==> src/rtl/multiplier_iterative_if.sv <==
// Request/result bundle between a requester and the iterative multiplier.
interface multiplier_iterative_if #(
   parameter int WIDTH = 32
);
   logic               mult_begin;
   logic               is_signed;
   logic [WIDTH-1:0]   operand1;
   logic [WIDTH-1:0]   operand2;
   logic [2*WIDTH-1:0] product;
   logic               mult_end;
   logic               busy;

   modport master (
      output mult_begin, is_signed, operand1, operand2,
      input  product, mult_end, busy
   );

   modport slave (
      input  mult_begin, is_signed, operand1, operand2,
      output product, mult_end, busy
   );
endinterface

==> src/rtl/multiplier_iterative.sv <==
// Iterative shift-add multiplier, STEP multiplier bits retired per clock.
// Define MULT_EARLY_TERM_EN to finish as soon as the remaining multiplier bits are zero.
module multiplier_iterative #(
   parameter int WIDTH = 32,
   parameter int STEP  = 1
) (
   input logic                   clk,
   input logic                   resetn,
   multiplier_iterative_if.slave bus
);
   localparam int N  = WIDTH / STEP;
   localparam int CW = $clog2(N + 1);

   typedef enum logic [1:0] {
      IDLE,
      BUSY,
      DONE
   } state_e;

   state_e               state_q, state_d;
   logic                 sign_q, sign_d;
   logic [2*WIDTH-1:0]   mcand_q, mcand_d;
   logic [WIDTH-1:0]     mplier_q, mplier_d;
   logic [2*WIDTH-1:0]   acc_q, acc_d;
   logic [CW-1:0]        cnt_q, cnt_d;
   logic [2*WIDTH-1:0]   product_q, product_d;
   logic                 mult_end_q, mult_end_d;

   logic [WIDTH-1:0]     abs1, abs2;
   logic [2*WIDTH-1:0]   pp, acc_sum;
   logic [WIDTH-1:0]     mplier_nx;
   logic                 last;

   always_comb begin
      state_d    = state_q;
      sign_d     = sign_q;
      mcand_d    = mcand_q;
      mplier_d   = mplier_q;
      acc_d      = acc_q;
      cnt_d      = cnt_q;
      product_d  = product_q;
      mult_end_d = mult_end_q;

      abs1 = (bus.is_signed && bus.operand1[WIDTH-1]) ? -bus.operand1 : bus.operand1;
      abs2 = (bus.is_signed && bus.operand2[WIDTH-1]) ? -bus.operand2 : bus.operand2;

      // multiplicand times the low STEP multiplier bits
      pp = '0;
      for (int j = 0; j < STEP; j++) begin
         if (mplier_q[j]) pp = pp + (mcand_q << j);
      end
      acc_sum   = acc_q + pp;
      mplier_nx = mplier_q >> STEP;

`ifdef MULT_EARLY_TERM_EN
      last = (mplier_nx == '0) || (cnt_q == CW'(N - 1));
`else
      last = (cnt_q == CW'(N - 1));
`endif

      unique case (state_q)
         IDLE: begin
            if (bus.mult_begin) begin
               sign_d   = bus.is_signed &
                          (bus.operand1[WIDTH-1] ^ bus.operand2[WIDTH-1]);
               mcand_d  = {{WIDTH{1'b0}}, abs1};
               mplier_d = abs2;
               acc_d    = '0;
               cnt_d    = '0;
               state_d  = BUSY;
            end
         end
         BUSY: begin
            acc_d    = acc_sum;
            mcand_d  = mcand_q << STEP;
            mplier_d = mplier_nx;
            cnt_d    = cnt_q + 1'b1;
            if (last) begin
               product_d  = sign_q ? -acc_sum : acc_sum;
               mult_end_d = 1'b1;
               state_d    = DONE;
            end
         end
         DONE: begin
            if (!bus.mult_begin) begin
               mult_end_d = 1'b0;
               state_d    = IDLE;
            end
         end
         default: state_d = IDLE;
      endcase
   end

   always_ff @(posedge clk) begin
      if (!resetn) begin
         state_q    <= IDLE;
         sign_q     <= 1'b0;
         mcand_q    <= '0;
         mplier_q   <= '0;
         acc_q      <= '0;
         cnt_q      <= '0;
         product_q  <= '0;
         mult_end_q <= 1'b0;
      end else begin
         state_q    <= state_d;
         sign_q     <= sign_d;
         mcand_q    <= mcand_d;
         mplier_q   <= mplier_d;
         acc_q      <= acc_d;
         cnt_q      <= cnt_d;
         product_q  <= product_d;
         mult_end_q <= mult_end_d;
      end
   end

   assign bus.product  = product_q;
   assign bus.mult_end = mult_end_q;
   assign bus.busy     = (state_q == BUSY);
endmodule
==> src/flat_wrapper.sv <==
// flat-port wrapper written by rule: the top's interface ports become plain ports
module multiplier_iterative_flat 
#(
   parameter int WIDTH = 32,
   parameter int STEP  = 1
)
  (clk, resetn, bus_mult_begin, bus_is_signed, bus_operand1, bus_operand2, bus_product, bus_mult_end, bus_busy);
  multiplier_iterative_if #(.WIDTH(WIDTH)) bus_i ();
  input logic clk;
  input logic resetn;
  input wire logic [$bits(bus_i.mult_begin)-1:0] bus_mult_begin;
  input wire logic [$bits(bus_i.is_signed)-1:0] bus_is_signed;
  input wire logic [$bits(bus_i.operand1)-1:0] bus_operand1;
  input wire logic [$bits(bus_i.operand2)-1:0] bus_operand2;
  output wire logic [$bits(bus_i.product)-1:0] bus_product;
  output wire logic [$bits(bus_i.mult_end)-1:0] bus_mult_end;
  output wire logic [$bits(bus_i.busy)-1:0] bus_busy;
  assign bus_i.mult_begin = bus_mult_begin;
  assign bus_i.is_signed = bus_is_signed;
  assign bus_i.operand1 = bus_operand1;
  assign bus_i.operand2 = bus_operand2;
  assign bus_product = bus_i.product;
  assign bus_mult_end = bus_i.mult_end;
  assign bus_busy = bus_i.busy;
  multiplier_iterative #(.WIDTH(WIDTH), .STEP(STEP)) u_core (.clk(clk), .resetn(resetn), .bus(bus_i));
endmodule
==> config.mk <==
export PLATFORM = sky130hd
export DESIGN_NAME = multiplier_iterative_flat
export DESIGN_NICKNAME = d
export VERILOG_FILES = /design/src/rtl/multiplier_iterative_if.sv /design/src/rtl/multiplier_iterative.sv /design/src/flat_wrapper.sv
export SDC_FILE = /design/constraint.sdc
export NUM_CORES = 1
export LEC_CHECK = 0
export BUFFER_PORTS_ARGS = -buffer_cell sky130_fd_sc_hd__clkbuf_2
export CAP_MARGIN = 0
export CORE_MARGIN = 10
export CORE_UTILIZATION = 25
export DETAILED_ROUTE_END_ITERATION = 16
export SYNTH_ARGS = -nofsm -noshare
export SYNTH_HDL_FRONTEND = slang
export SYNTH_SLANG_ARGS = --single-unit
==> constraint.sdc <==
create_clock -name clk -period 7.6 [get_ports clk]
set_input_delay 1.52 -clock clk [delete_from_list [all_inputs] [get_ports clk]]
set_output_delay 1.52 -clock clk [all_outputs]
set_load 0.02 [all_outputs]
### Yosys cells after proc, flatten, opt, wreduce, memory -nomap -nowiden

Index checks and enable logic that the tools add are counted.

| storage, ports and cells | value |
|---|---|
| flip-flop bits (word level) | 234 |
| input port bits | 68 |
| word-level logic and storage cells | 50 |

| cells by class | value |
|---|---|
| $add $sub $neg | 5 |
| eq/ne operators | 6 |
| mux-type cells | 19 |
| bitwise logic cells | 2 |
| reductions and logical operators | 10 |

Operators by type and width:

| cell | number |
|---|---|
| $mux W64 | 4 |
| $pmux W64 S2 | 2 |
| $mux W32 | 3 |
| $add A64 B64 Y64 | 1 |
| $neg A32 Y32 | 2 |
| $neg A64 Y64 | 1 |
| $pmux W32 S2 | 1 |
| $pmux W6 S2 | 1 |
| $add A6 B1 Y6 const B | 1 |
| $eq A6 B5 Y1 const B | 1 |
| $mux W2 | 3 |
| $mux W6 | 1 |
| $pmux W2 S3 | 1 |
| $reduce_and A2 Y1 | 3 |
| $reduce_and A3 Y1 | 2 |
| $ne A2 B2 Y1 const B | 2 |
| $reduce_bool A2 Y1 | 2 |
| $eq A2 B1 Y1 const B | 1 |
| $eq A2 B2 Y1 const B | 1 |
| $logic_and A1 B1 Y1 | 2 |
| $logic_not A2 Y1 | 1 |
| $mux W1 | 2 |
| $ne A2 B1 Y1 const B | 1 |
| $pmux W1 S2 | 1 |
| 2 further kinds | 2 |

### Logic depth before layout (Yosys ltp)

Gate-level depths: netlist (run 1).

| depth | value |
|---|---|
| depth in word-level cells | 4 |
| mapped depth | 18 |
| mapped depth without buffers | 16 |

### Worst setup path after synthesis (run 1)

No wires, ideal clock.

| timing | value |
|---|---|
| kind | reg2reg |
| from | reg u_core.mplier_q[0] |
| to | reg u_core.product_q[45] (netlist: u_core.bus.product[45]) |
| data arrival time | 4471 ps |
| data required time | 7514 ps |
| setup slack | 3043 ps |
| stages on the path, launching flop included | 17 |
| cell sequence | dfxtp_1 -> clkbuf_1 -> clkbuf_1 -> nand2_1 -> fa_1 -> nand2b_1 -> a211oi_2 -> o21ai_2 -> xor2_1 -> o211ai_1 -> or4_1 -> or4_1 -> or4_1 -> buf_4 -> o31ai_1 -> xor2_1 -> a211oi_1 |

| on the way | value |
|---|---|
| longest elaborated chain between the ends | 4 |

RTL lines:

| item | RTL line | source |
|---|---|---|
| start, declared | multiplier_iterative.sv:23 | `logic [WIDTH-1:0] mplier_q, mplier_d;` |
| start signal, assigned | multiplier_iterative.sv:108 | `mplier_q <= mplier_d;` |
| $mux W64 * | multiplier_iterative.sv:50 | `if (mplier_q[j]) pp = pp + (mcand_q << j);` |
| $add A64 B64 Y64 * | multiplier_iterative.sv:52 | `acc_sum = acc_q + pp;` |
| $neg A64 Y64 | multiplier_iterative.sv:79 | `product_d = sign_q ? -acc_sum : acc_sum;` |
| $mux W64 * | multiplier_iterative.sv:79 |  |
| end signal, assigned | multiplier_iterative.sv:111 | `product_q <= product_d;` |
| end, declared | multiplier_iterative.sv:26 | `logic [2*WIDTH-1:0] product_q, product_d;` |

Mark *: on every way between the ends. The rest lies on a longest branch, timed or not.
A chain may end at the register's enable or synchronous reset.

### Worst setup path after layout (run 1)

| timing | value |
|---|---|
| from | reg u_core.mplier_q[0] |
| to | reg u_core.product_q[58] (netlist: u_core.bus.product[58]) |

Same word-level chain as after synthesis.

==> results of run 1 <==
-- layout by cell type (no fill, tap or decap), types with 67 or more instances in the layout --
| cell type | instances |
|---|---|
| a21oi_1 | 273 |
| nand2_1 | 263 |
| dfxtp_1 | 233 |
| nor2_1 | 215 |
| clkbuf_2 | 133 |
| nand3_1 | 109 |
| o21ai_0 | 97 |
| xnor2_1 | 95 |
| and2_1 | 74 |
| xor2_1 | 73 |
| a22oi_1 | 70 |
| ha_1 | 67 |
-- routing by layer --
layer | wire, um | vias to the layer above | GRT usage [%]
met2 | 22600 | 564 | 19.5
met5 | 111 | - | 0
met4 | 1730 | 14 | 4.33
met1 | 26300 | 7593 | 19.4
met3 | 4410 | 102 | 3.05
li1 | - | 8203 | -
-- synth_stat cells, drive strengths merged, types with 18 or more instances --
| cell type | number | area, um^2 |
|---|---|---|
| nor3 | 49 | 250 |
| o21a | 18 | 135 |
| a21oi | 278 | 1420 |
| clkbuf | 134 | 503 |
| nand2 | 263 | 987 |
| buf | 29 | 148 |
| xnor2 | 96 | 848 |
| and2 | 76 | 475 |
| ha | 67 | 838 |
| a211oi | 52 | 410 |
| o31ai | 37 | 315 |
| xor2 | 73 | 639 |
| dfxtp | 234 | 4680 |
| inv | 30 | 113 |
| nor2 | 216 | 811 |
| o21ai | 111 | 563 |
| a31oi | 39 | 244 |
| nor4 | 18 | 134 |
| a22oi | 70 | 526 |
| a21o | 19 | 143 |
| nand4 | 43 | 269 |
| nand3 | 109 | 546 |
-- worst min-delay path by stage --
stage	startpoint	to	depth (start not counted)
2_1_floorplan	u_core.mplier_q[3]	u_core.mplier_q[2]	2
3_3_place_gp	u_core.mplier_q[3]	u_core.mplier_q[2]	2
3_5_place_dp	u_core.mplier_q[3]	u_core.mplier_q[2]	2
4_1_cts	u_core.mcand_q[40]	u_core.mcand_q[41]	2
5_1_grt	u_core.mcand_q[53]	u_core.mcand_q[54]	2
6_report	u_core.mcand_q[40]	u_core.mcand_q[41]	2
-- through the flow --
step | instances | setup WS, ns | utilization [%] | total power, W | hold WS [ns]
floorplan | 2249 | 3.04 | - | 0.00158 | 0.432
global placement | 3100 | 2.00 | 27.1 | 0.00170 | 0.442
detailed placement | 3100 | 1.93 | 27.1 | 0.00170 | 0.443
CTS | 3148 | 1.95 | 28.5 | 0.00307 | 0.437
global route | 3153 | 1.39 | 28.5 | 0.00316 | 0.452
finish | 3153 | 1.90 | 28.5 | 0.00304 | 0.443
-- flip-flops by register name, indices dropped and copies added (netlist names) --
signal,cells
u_core.state_q,2
u_core.cnt_q,6
u_core.sign_q,1
u_core.bus.product,64
u_core.mplier_q,32
u_core.mcand_q,64
u_core.acc_q,64
u_core.bus.mult_end,1
-- power by group through the flow --
stage / combinational [W] / sequential, W / clock (W)
detailed placement: 0.000394 / 0.00131 / 0
CTS: 0.000395 / 0.00128 / 0.00139
global placement: 0.000391 / 0.00131 / 0
global route: 0.000437 / 0.00129 / 0.00144
floorplan: 0.000286 / 0.00130 / 0
finish: 0.000394 / 0.00128 / 0.00136
-- worst max-delay path, delay by kind of cell (launching register included) --
family          cells  cell delay (ns)
simple gates        5             2.27
compound gates      6             1.72
flops               1             0.73
fa+ha+maj           2             0.54
xor+xnor            1             0.16
mux                 1             0.13
buf+inv             1             0.05
-- logic make-up (layout without fill, tap and decap cells) --
family | Yosys count | after routing | synth area share, %
AOI/OAI and AO/OA | 711 | 711 | 27.3
muxes | 9 | 9 | 0.552
and+or+nand+nor | 865 | 865 | 25.1
adders and majority gates | 68 | 68 | 5.19
other | 0 | 5 | 0
DFF | 234 | 234 | 28.3
buffers and inverters | 193 | 228 | 4.61
xor gates and xnor gates | 169 | 169 | 8.99
-- layout make-up --
type | instances | area [um^2] | share of cell area (%)
Antenna cell | 5 | 12.5 | 0.0668
Clock buffer | 40 | 817 | 4.36
Clock inverter | 8 | 103 | 0.547
Inverter | 30 | 120 | 0.641
Multi-Input combinational cell | 1822 | 11100 | 59.4
Sequential cell | 234 | 4690 | 25.0
Tap cell | 864 | 1080 | 5.77
Timing Repair Buffer | 150 | 793 | 4.23
==> flow_metrics.py, run 1 <==
metrics = {
    "worst_setup_path": {
        "max_stage_delay_ns": 0.77,
        "endpoint": "u_core.bus.product[58]",
        "ff2ff_path_depth": 16,
        "start_kind": "flip-flop",
        "arrival_ns": 6.17,
        "regToRegSetupSlack_ns": 1.90,
        "worstPathRequired_ns": 8.08,
        "r2r-start": "u_core.mplier_q[0]",
        "crit_chain": "and2_1 > ha_1 > inv_1 > fa_1 > nand2b_1 > a211oi_2 > o21ai_2 > o21ai_1 > a311oi_1 > o21ai_0 > xor2_1 > nor3_1 > nand4_1 > or3_1 > mux2i_1 > o21a_1",
        "crit_type": "flip-flop to flip-flop",
        "critPathCaptureType": "flip-flop",
        "crit_fanout": 26,
        "reg2reg_to": "u_core.bus.product[58]",
        "worst_path_max_delay_cell": "nand4_1",
        "startpoint": "u_core.mplier_q[0]",
    },
    "floorplan": {
        "core_area_um2": 65700,
        "die_w_um": 277,
        "io_pins": 134,
        "die_y_um": 277,
        "dieArea_um2": 76900,
        "initial_core_util_pct": 25.2,
        "row_count": 94,
    },
    "route": {
        "vias": 16476,
        "viasPerCell": 5.23,
        "ant_nets": 0,
        "firstDrtPassIters": 5,
        "totalWireLength_mm": 55.2,
        "wl_per_cell_um": 17.5,
        "drc_errors": 0,
        "dr.first_iter.drc_count": 1304,
    },
    "pwr": {
        "peakVddDrop_mv": 0.183,
        "pwr-share-seq_pct": 42.3,
        "p_leak_nw": 6.95,
        "swShare_pct": 27.9,
        "p_int_w": 0.00219,
        "clkPwrFrac_pct": 44.8,
        "p_per_area_nw_per_um2": 162,
        "combPwrFrac_pct": 13.0,
        "switching_power_w": 0.000847,
    },
    "global_routing": {
        "grt_use_total_pct": 13.6,
        "antenna_found_initial": 12,
        "grt_max_degree": 112,
        "grt_pass1_wl_mm": 86.6,
        "globalRouteOverflowTotal": 0,
        "grt_pass1_vias": 15319,
    },
    "cts": {
        "insertion_delay_ns": 0.59,
        "postCtsSetupBuffers": 0,
        "cts.sinks": 234,
        "cts-buffers-inserted": 28,
        "clock_path_buffers": 3,
        "root_buffer": "clkbuf_16",
        "clkTransAtPathRegs_ns": 0.06,
        "cts_tree": "done",
        "ctsResizeCount": 0,
        "htree_levels": 1,
        "holdBufCountCts": 0,
    },
    "sta": {
        "tns_ns": 0,
        "fmaxAchievable_ghz": 0.176,
        "slew_viol_final": 0,
        "fin_crit_sh_pct": 75.0,
        "fin_worst_skew_ns": 0.0476,
        "relSlewSlack_pct": 34.5,
        "setup_viol": 0,
        "grt_setup_unrepaired": "no",
        "hold_viol": 0,
        "layout_min_cycle_time_ns": 5.70,
        "tightestPinTransition_ns": 0.983,
    },
    "synth": {
        "synthCells": 2249,
        "synth_area_um2": 16600,
        "synth.distinct_cells": 87,
        "synthArstFlopShare_pct": 0,
        "synth_nets": 2385,
        "ys_warn_count": 0,
        "synth-seq-area-share_pct": 28.3,
        "syn-mean-instance-area_um2": 7.36,
        "synth_edf_count": 0,
        "synth-seq-cells": 234,
        "synthFlopType": "dfxtp_1",
    },
    "final_layout": {
        "nNetsFinal": 2402,
        "drive_gt1_share_pct": 10.3,
        "stdcell_area_um2": 18700,
        "fill_cells": 7160,
        "area_growth_pct": 13.2,
    },
    "place": {
        "portBuffers": 133,
        "dp_hpwl_mm": 41.5,
        "place_congestion": 0.962,
        "place_area_um2": 17800,
    },
    "worst_hold_path": {
        "hp-class": "flip-flop to flip-flop",
    },
    "run": {
        "maxCapViolations": 0,
    },
    "status": {
        "status": "completed",
    },
}
Power figures use the tool's default switching activity.
==> inputs of run 2 (changes only) <==
ABC_AREA = 1   (was not set)
clock period = 5 ns   (was 7.6 ns; I/O delays follow)
==> run 2 against run 1 <==
Compared with the run above: sequential power grew 52%; register-to-register slack lost 1.2 ns; largest cell class unchanged; critical endpoint is now u_core.bus.product[41]; clock-buffer cell count shrank 4; highest routed layer is now met4.
==> flow_metrics.py, run 2 <==
metrics = {
    "status": {
        "status": "completed",
    },
    "synth": {
        "synth_nets": 3446,
        "synth_area_leaders": "nand2_1 25%, dfxtp_1 25%, inv_1 11%",
        "synth.distinct_cells": 46,
        "synth_area_um2": 18700,
        "synth_edf_count": 0,
        "synthMuxAreaShare_pct": 0,
        "yosysMostFrequentCell": "nand2_1",
        "synth_top_family_by_area": "simple AND/OR/NAND/NOR gates",
        "synthFlopType": "dfxtp_1",
        "synth_commonest_cells": "1251 x nand2_1, 523 x inv_1, 252 x nor2_1, 234 x dfxtp_1, 233 x a21oi_1",
        "yosysTopAreaCellShare_pct": 25.1,
        "synthCells": 3310,
        "synth-seq-cells": 234,
        "syn-mean-instance-area_um2": 5.64,
        "synth_largest_area_cell": "nand2_1",
        "synth-seq-area-share_pct": 25.1,
        "synth_fa_ha_area_share_pct": 4.60,
        "synthXorXnorAreaFrac_pct": 2.06,
        "ys_warn_count": 0,
        "yosys.area_share.simple_pct": 42.1,
        "synth_compound_area_share_pct": 13.0,
        "synthArstFlopShare_pct": 0,
    },
    "floorplan": {
        "die_w_um": 293,
        "dieArea_um2": 86100,
        "initial_core_util_pct": 25.2,
        "die_y_um": 293,
        "io_pins": 134,
        "core_area_um2": 74200,
        "row_count": 100,
    },
    "final_layout": {
        "drive_gt1_share_pct": 9.49,
        "area_growth_pct": 13.9,
        "layout_common_cells": "1251 x nand2_1, 523 x inv_1, 248 x nor2_1, 233 x a21oi_1, 232 x dfxtp_1",
        "final_common_cell": "nand2_1",
        "final_util_pct": 28.7,
        "nNetsFinal": 3519,
        "layout.cells.non_filler": 4373,
    },
    "cts": {
        "clkTransAtPathRegs_ns": 0.06,
        "holdBufCountCts": 0,
        "root_buffer": "clkbuf_16",
        "cts.sinks": 234,
        "postCtsSetupBuffers": 0,
        "cts_tree": "done",
        "htree_levels": 1,
        "ctsResizeCount": 0,
        "cts-buffers-inserted": 26,
        "insertion_delay_ns": 0.58,
        "clock_path_buffers": 3,
    },
    "worst_setup_path": {
        "start_kind": "flip-flop",
        "ff2ff_path_depth": 21,
        "critPathCaptureType": "flip-flop",
        "crit_fanout": 19,
        "crit_type": "flip-flop to flip-flop",
        "regToRegSetupSlack_ns": 0.70,
        "worstPathRequired_ns": 5.42,
        "arrival_ns": 4.71,
    },
    "route": {
        "viasPerCell": 4.70,
        "totalWireLength_mm": 70.1,
        "wl_per_cell_um": 16.0,
        "firstDrtPassIters": 5,
        "dr.first_iter.drc_count": 1508,
        "ant_nets": 0,
        "vias": 20534,
        "drc_errors": 0,
    },
    "sta": {
        "setup_viol": 0,
        "slew_viol_final": 0,
        "fin_crit_sh_pct": 85.9,
        "hold_viol": 0,
        "relSlewSlack_pct": 28.2,
        "tightestPinTransition_ns": 1.08,
        "fin_worst_skew_ns": 0.0342,
        "fmaxAchievable_ghz": 0.233,
        "tns_ns": 0,
        "grt_setup_unrepaired": "no",
        "layout_min_cycle_time_ns": 4.30,
    },
    "global_routing": {
        "grt_use_total_pct": 15.7,
        "grt_pass1_vias": 19374,
        "grt_pass1_wl_mm": 109,
        "antenna_found_initial": 1,
        "globalRouteOverflowTotal": 0,
        "grt_max_degree": 164,
    },
    "worst_hold_path": {
        "hp-class": "flip-flop to flip-flop",
        "hold_path_depth": 2,
    },
    "pwr": {
        "p_per_area_nw_per_um2": 224,
        "p_leak_nw": 10.9,
        "switching_power_w": 0.00143,
        "swShare_pct": 30.0,
        "combPwrFrac_pct": 15.5,
        "pwr-share-seq_pct": 40.9,
        "p_int_w": 0.00334,
        "peakVddDrop_mv": 0.215,
        "clkPwrFrac_pct": 43.6,
    },
    "place": {
        "placed_cells": 4324,
        "portBuffers": 133,
        "place_congestion": 0.998,
        "dp_hpwl_mm": 55.0,
    },
    "run": {
        "maxCapViolations": 0,
    },
}
run 2: cell types whose count changed in the layout (fill, tap and decap cells not counted), moves of 33 or more:
cell,change
inv_1,+495
a211oi_1,-47
nand2_2,+34
and2_1,-72
a21oi_1,-40
a22oi_1,-60
xor2_1,-37
xnor2_1,-87
nand3_1,+47
nor2_1,+33
nand2_1,+988
run 2: worst max-delay path: stages (launching register included):
cell,delay (ns)
dfxtp_2,0.55
nand2_1,0.10
inv_1,0.06
ha_1,0.22
inv_1,0.07
fa_1,0.39
inv_1,0.20
nand3_1,0.13
nand3_1,0.16
nand2_1,0.09
nand2_2,0.13
inv_2,0.06
nor2_2,0.14
nand3_1,0.11
nor2_1,0.25
nand3_2,0.18
nor2_4,0.18
nand4_1,0.29
o21ai_2,0.31
nand2_1,0.11
xnor2_1,0.29
a21oi_1,0.11
run 2: cells by family after synthesis:
group	count (synthesis)
AO/OA/AOI/OAI	441
XOR/XNOR	44
buffers and inverters	653
adder cells (fa/ha/maj)	68
AND/OR/NAND/NOR	1870
flip-flops	234
run 2: worst paths after layout:
kind | startpoint | to
worst max-delay path | u_core.mplier_q[0] | u_core.bus.product[41]
worst min-delay path | u_core.bus.product[5] | u_core.bus.product[5]
worst max register to register | u_core.mplier_q[0] | u_core.bus.product[41]
worst min register to register | u_core.bus.product[5] | u_core.bus.product[5]
run 2: area by class of cell:
type                    count  area [um^2]
clock buffers              36          759
clock inverters            12          148
multi-input cells        2423        11600
diodes                      1         2.50
flip-flops and latches    234         4690
repair buffers            149          836
well taps                 969         1210
fillers                  8409        52900
inverters                 549         2070
run 2: power by group through the flow:
stage | registers [W] | clock network [W] | logic (W)
final | 0.00195 | 0.00208 | 0.000738
after CTS | 0.00195 | 0.00212 | 0.000739
after global placement | 0.00199 | 0 | 0.000733
after global routing | 0.00196 | 0.00221 | 0.000811
after detailed placement | 0.00199 | 0 | 0.000736
after floorplan | 0.00198 | 0 | 0.000491
run 2: metal layers:
layer | share of wire, % | track usage (%)
met1 | 44 | 20.3
met2 | 45 | 26.2
met3 | 7.1 | 2.26
met4 | 3.9 | 5.73
met5 | 0 | 0
run 2: stage by stage:
stage / instance area (um^2) / hold slack (ns) / total power, W / setup WS, ns
final: 21300 / 0.464 / 0.00477 / 0.704
after global routing: 21300 / 0.490 / 0.00498 / 0.373
after global placement: 20400 / 0.454 / 0.00273 / 0.716
after CTS: 21300 / 0.469 / 0.00481 / 0.745
after detailed placement: 20400 / 0.457 / 0.00273 / 0.750
after floorplan: 18700 / 0.437 / 0.00247 / 1.85
